**src/rtl/wb_pkg.sv**
```systemverilog
// Shared types and constants for the two-lane writeback arbiter.
package wb_pkg;
  localparam int XLEN     = 32;
  localparam int RDW      = 5;
  localparam int LANES    = 2;
  localparam int LANE_ALU = 0;
  localparam int LANE_LSU = 1;

  typedef struct packed {
    logic [RDW-1:0]  rd;
    logic [XLEN-1:0] data;
  } wb_entry_t;
endpackage

```
**src/rtl/wb_fifo.sv**
```systemverilog
// Per-lane result FIFO; full/empty come from registered pointers only, so ready never
// depends combinationally on the pop.
module wb_fifo
  import wb_pkg::*;
#(
  parameter int DEPTH = 2
) (
  input  logic      clk,
  input  logic      rst_n,
  input  logic      push,
  input  wb_entry_t push_entry,
  input  logic      pop,
  output logic      full,
  output logic      empty,
  output wb_entry_t head
);
  localparam int AW = $clog2(DEPTH);

  logic [AW:0] wr_ptr_q, wr_ptr_d, rd_ptr_q, rd_ptr_d;
  wb_entry_t   mem_q [DEPTH];
  wb_entry_t   mem_d [DEPTH];

  assign full  = (wr_ptr_q[AW] != rd_ptr_q[AW]) && (wr_ptr_q[AW-1:0] == rd_ptr_q[AW-1:0]);
  assign empty = (wr_ptr_q == rd_ptr_q);
  assign head  = mem_q[rd_ptr_q[AW-1:0]];

  always_comb begin
    mem_d    = mem_q;
    wr_ptr_d = wr_ptr_q;
    rd_ptr_d = rd_ptr_q;
    if (push && !full) begin
      mem_d[wr_ptr_q[AW-1:0]] = push_entry;
      wr_ptr_d = wr_ptr_q + 1'b1;
    end
    if (pop && !empty) rd_ptr_d = rd_ptr_q + 1'b1;
  end

  always_ff @(posedge clk or negedge rst_n) begin
    if (!rst_n) begin
      wr_ptr_q <= '0;
      rd_ptr_q <= '0;
      for (int i = 0; i < DEPTH; i++) mem_q[i] <= '0;
    end else begin
      wr_ptr_q <= wr_ptr_d;
      rd_ptr_q <= rd_ptr_d;
      mem_q    <= mem_d;
    end
  end
endmodule

```
**src/rtl/writeback_arbiter.sv**
```systemverilog
// Merges ALU and LSU result lanes onto the single RF write port with round-robin
// arbitration, and tracks pending writes in a busy scoreboard for decode.
module writeback_arbiter
  import wb_pkg::*;
#(
  parameter int DEPTH = 2,
  parameter int XLEN  = wb_pkg::XLEN,
  parameter int NREG  = 32
) (
  input  logic            clk,
  input  logic            rst_n,
  input  logic            issue_valid,
  input  logic [4:0]      issue_rd,
  input  logic            lane0_valid,
  output logic            lane0_ready,
  input  logic [4:0]      lane0_rd,
  input  logic [XLEN-1:0] lane0_data,
  input  logic            lane1_valid,
  output logic            lane1_ready,
  input  logic [4:0]      lane1_rd,
  input  logic [XLEN-1:0] lane1_data,
  output logic            rf_writeEnable,
  output logic [4:0]      rf_dest,
  output logic [XLEN-1:0] rf_writeData,
  output logic [NREG-1:0] busy
);
  wb_entry_t              lane_in   [LANES];
  wb_entry_t              lane_head [LANES];
  logic [LANES-1:0]       lane_valid, lane_full, lane_empty, lane_pop;

  assign lane_in[LANE_ALU] = '{rd: lane0_rd, data: lane0_data};
  assign lane_in[LANE_LSU] = '{rd: lane1_rd, data: lane1_data};
  assign lane_valid        = {lane1_valid, lane0_valid};
  assign lane0_ready       = !lane_full[LANE_ALU];
  assign lane1_ready       = !lane_full[LANE_LSU];

  for (genvar g = 0; g < LANES; g++) begin : g_lane
    wb_fifo #(.DEPTH(DEPTH)) u_fifo (
      .clk       (clk),
      .rst_n     (rst_n),
      .push      (lane_valid[g]),
      .push_entry(lane_in[g]),
      .pop       (lane_pop[g]),
      .full      (lane_full[g]),
      .empty     (lane_empty[g]),
      .head      (lane_head[g])
    );
  end

  logic            rr_q, rr_d;
  logic            we_q, we_d;
  logic [4:0]      dest_q, dest_d;
  logic [XLEN-1:0] data_q, data_d;
  logic [NREG-1:0] busy_q, busy_d;
  logic            gnt_vld, contended, gnt_lane;
  wb_entry_t       sel;

  // rr_q names the lane that wins the next contended cycle.
  always_comb begin
    contended = !lane_empty[0] && !lane_empty[1];
    gnt_vld   = !lane_empty[0] || !lane_empty[1];
    gnt_lane  = contended ? rr_q : lane_empty[0];
    rr_d      = contended ? !gnt_lane : rr_q;
    lane_pop  = '0;
    if (gnt_vld) lane_pop[gnt_lane] = 1'b1;
    sel       = lane_head[gnt_lane];

    we_d   = 1'b0;
    dest_d = dest_q;
    data_d = data_q;
    if (gnt_vld) begin
      we_d   = (sel.rd != '0);
      dest_d = sel.rd;
      data_d = sel.data;
    end
  end

  // Clear on commit first, then set, so a same-edge reissue keeps the register busy.
  always_comb begin
    busy_d = busy_q;
    for (int r = 1; r < NREG; r++) begin
      if (we_q && int'(dest_q) == r) busy_d[r] = 1'b0;
      if (issue_valid && int'(issue_rd) == r) busy_d[r] = 1'b1;
    end
    busy_d[0] = 1'b0;
  end

  always_ff @(posedge clk or negedge rst_n) begin
    if (!rst_n) begin
      rr_q   <= 1'b0;
      we_q   <= 1'b0;
      dest_q <= '0;
      data_q <= '0;
      busy_q <= '0;
    end else begin
      rr_q   <= rr_d;
      we_q   <= we_d;
      dest_q <= dest_d;
      data_q <= data_d;
      busy_q <= busy_d;
    end
  end

  assign rf_writeEnable = we_q;
  assign rf_dest        = dest_q;
  assign rf_writeData   = data_q;
  assign busy           = busy_q;
endmodule

```
**config.mk**
```make
export PLATFORM = sky130hd
export DESIGN_NAME = writeback_arbiter
export DESIGN_NICKNAME = d
export VERILOG_FILES = /design/src/rtl/wb_pkg.sv /design/src/rtl/wb_fifo.sv /design/src/rtl/writeback_arbiter.sv
export SDC_FILE = /design/constraint.sdc
export NUM_CORES = 1
export LEC_CHECK = 0
export ABC_AREA = 1
export BUFFER_PORTS_ARGS = -buffer_cell sky130_fd_sc_hd__buf_2
export CAP_MARGIN = 10
export CORE_ASPECT_RATIO = 0.9
export CORE_UTILIZATION = 57
export CTS_CLUSTER_DIAMETER = 120
export CTS_CLUSTER_SIZE = 28
export DETAILED_ROUTE_END_ITERATION = 8
export GPL_TIMING_DRIVEN = 0
export PLACE_DENSITY = 0.8
export SYNTH_ARGS = -nofsm -noshare
export SYNTH_HDL_FRONTEND = slang
export SYNTH_SLANG_ARGS = --single-unit
```
**constraint.sdc**
```tcl
create_clock -name clk -period 1.7 [get_ports clk]
set_input_delay 0.085 -clock clk [delete_from_list [all_inputs] [get_ports clk]]
set_output_delay 0.085 -clock clk [all_outputs]
set_load 0.03 [all_outputs]
```
==> flow_summary.toml <==
[yosys]
yosys.cell_types.count = 28
yosys_warnings = 0
synthFlopType = "dfrtp_1"
synth_largest_area_cell = "dfrtp_1"
synth_area_leaders = "dfrtp_1, nand2_1, o21ai_0, mux2_2, mux2i_1"
syn_nets = 1187
yosysSeqAreaShare_pct = 57.0
synth_seq_cells = 226
syn_area_per_cell_um2 = 9.00
synthCells = 1103
syn_area_um2 = 9930
synth_top_area_share_pct = 57.0
synthArstFlopShare_pct = 100
synth-edff-count = 0

[finish]
fin_area_um2 = 12800
nets = 1461
final_util_pct = 75.4
drive_gt1_share_pct = 22.9
final_cell_mix = "nand2_1, dfrtp_1, buf_2"
areaGrowthSynthToFinish_pct = 28.7
final_common_cell = "nand2_1"

[critical_path]
cp_common_cell = "buf_12"
r2r_setup_slack_ns = -0.02
worst-path-max-fanout = 4
startpoint_type = "register"
crit_chain = "inv_1, nand2_2, nand3_4, nand2_4, nor2_4, buf_8, buf_12, buf_12, mux2_4"
arrival_ns = 2.09
worstSetupPathType = "reg -> reg"
r2r_end = "g_lane[1].u_fifo.mem_q[33]"
max_stage_delay_ns = 0.44
slowest_stage = "dfrtp_1"
reg2reg_from = "g_lane[1].u_fifo.rd_ptr_q[1]"
end_kind = "register"
cp.required_ns = 2.07
r2r_cells = 9

[floorplanning]
initial_core_util_pct = 58.6
ios = 156
coreArea_um2 = 16900
die_y_um = 127
num_rows = 45
dieArea_um2 = 17900
dieWidth_um = 141

[pwr]
switchingPower_mw = 12.3
p_seq_share_pct = 35.1
ir_drop_mv = 1.11
sw_frac_of_total_pct = 45.2
p_leak_nw = 6.29
pwr-share-comb_pct = 53.2
p_clk_share_pct = 11.7
power.density_nw_per_um2 = 2120
internal_power_mw = 14.9

[sta]
period_minus_slack_ns = 1.72
worst_slew_pin_slew_ns = 0.857
setup_viol = 9
worst_slack_ns = -0.0163
clock.fmax_mhz = 583
rsz0062_at_grt = "yes"
tns_ns = -0.0986
maxSlewViolCount = 0
finalHoldViolCount = 0
slew_headroom_pct = 42.8
skew_ns = 0.0375
fin_crit_sh_pct = 101

[run]
maxCapViolCount = 0

[placement]
hpwlAfterDp_um = 18000
routabilityCongestion = 0.915
port_buffers = 154
place_area_um2 = 11000

[min_path]
hold_depth = 3
hold_class = "in -> reg"
min_to = "busy[16]"
worstHoldStart = "issue_rd[1]"

[clock_tree]
path_clk_slew_ns = 0.11
clock_latency_ns = 0.48
cts-buffers-inserted = 12
cts-root-buf = "clkbuf_16"
cts_tree = "built"
clockBufferDepth = 3
cts_sinks = 226
htreeDepth = 1

[grt]
overflow = 0
grt_pass1_vias = 8503
grt_pass1_wl_um = 43500
antenna_found_initial = 1
grt_usage_pct = 31.0
grt_max_degree = 116

[routing]
routed-wl-met3_um = 2090
drt_wl_total_um = 27900
wl_met1_um = 11800
dr.max_layer_used = "met4"
wire_per_inst_um = 17.3
post-route-drc-count = 0
vias_per_cell = 5.48
dr_wl_met2_um = 13200
antenna_left = 0
drt_iter0_drc = 855
dr.pass1.iters = 5
vias = 8835

[status]
violations = "negative setup slack"
outcome = "finished, violations left"
[per-layer routing]
layer / track usage (%) / vias to the layer above
met4: 7.61 / 0
met1: 45.1 / 4250
met5: 0 / -
met3: 3.86 / 71
met2: 49.8 / 446
li1: - / 4068
[area by class of cell]
| type | instances | area, um2 |
|---|---|---|
| Antenna cell | 1 | 2.50 |
| Sequential cell | 226 | 5660 |
| Fill cell | 1169 | 4180 |
| Tap cell | 235 | 294 |
| Buffer | 57 | 409 |
| Inverter | 66 | 255 |
| Clock buffer | 13 | 325 |
| Timing Repair Buffer | 262 | 1890 |
| Multi-Input combinational cell | 752 | 3910 |
| Clock inverter | 1 | 30.0 |
[flip-flops by register name (all words and copies together) (netlist names)]
name                    cells
g_lane.u_fifo.mem_q       148
g_lane.u_fifo.wr_ptr_q      4
busy                       31
g_lane.u_fifo.rd_ptr_q      4
rf_writeEnable              1
rr_q                        1
rf_writeData               32
rf_dest                     5
[power groups by stage]
| stage | Combinational, mW | Sequential [mW] | Clock, mW |
|---|---|---|---|
| 6_report | 14.4 | 9.54 | 3.16 |
| 5_1_grt | 15.7 | 9.77 | 3.39 |
| 4_1_cts | 13.1 | 9.38 | 3.19 |
| 3_5_place_dp | 12.1 | 9.45 | 0 |
| 3_3_place_gp | 11.7 | 9.35 | 0 |
| 2_1_floorplan | 7.20 | 10.6 | 0 |
[worst max-delay path by stage]
stage / slack [ns] / start / cells after the start / endpoint
final: -0.02 / g_lane[1].u_fifo.rd_ptr_q[1] / 9 / g_lane[1].u_fifo.mem_q[33]
after floorplan: 0.02 / g_lane[1].u_fifo.rd_ptr_q[0] / 9 / g_lane[1].u_fifo.mem_q[25]
after CTS: -0.03 / g_lane[1].u_fifo.rd_ptr_q[0] / 11 / g_lane[1].u_fifo.mem_q[34]
after global placement: -3.30 / rst_n / 1 / g_lane[1].u_fifo.mem_q[15]
after global routing: -0.09 / g_lane[1].u_fifo.rd_ptr_q[1] / 9 / g_lane[1].u_fifo.mem_q[33]
after detailed placement: -0.15 / g_lane[1].u_fifo.rd_ptr_q[0] / 10 / g_lane[1].u_fifo.mem_q[61]
[worst max-delay path, delay by kind of cell (launching register included)]
kind,cells,cell delay [ns]
DFF,1,0.44
and+or+nand+nor,4,0.41
buffers and inverters,4,0.47
muxes,1,0.29
[logic make-up (layout without fill, tap and decap cells)]
family	count (synthesis)	after routing	synth area share [%]
xor gates and xnor gates	7	7	0.618
muxes	67	67	7.47
other	1	2	0.0378
and+or+nand+nor	484	484	18.8
AOI/OAI and AO/OA	193	193	10.6
buffers and inverters	125	399	5.55
DFF	226	226	57.0
[cells in the mapped netlist, types with 4 or more instances]
cell type / count
nand2_2: 5
buf_2: 23
o21ai_1: 15
xor2_1: 4
mux2_2: 29
mux2_4: 7
buf_4: 8
dfrtp_1: 226
nor2_1: 35
mux2i_1: 31
nand3_1: 6
nand2_1: 430
clkbuf_1: 23
inv_1: 63
o21ai_0: 143
o211ai_1: 31
[what timing repair did]
action | in CTS | in global routing
pin swaps | 4 | 11
hold endpoints to repair | 269 | 0
hold buffers | 80 | 0
cloned | 1 | 1
setup buffers | 11 | 15
endpoints found under the setup margin | 158 | 177
gates resized for setup | 50 | 86
[per-stage QoR]
step                      setup slack [ns]  instances  hold WS (ns)  power (mW)
after floorplan                     0.0222       1103        -0.211        17.8
after global placement               -3.30       1492         0.298        21.0
after detailed placement            -0.150       1493         0.212        21.6
after CTS                          -0.0272       1598       0.00927        25.6
after global routing               -0.0855       1613        0.0226        28.8
final                              -0.0163       1613       0.00354        27.1
No activity file was read; power rests on OpenSTA's default activity.
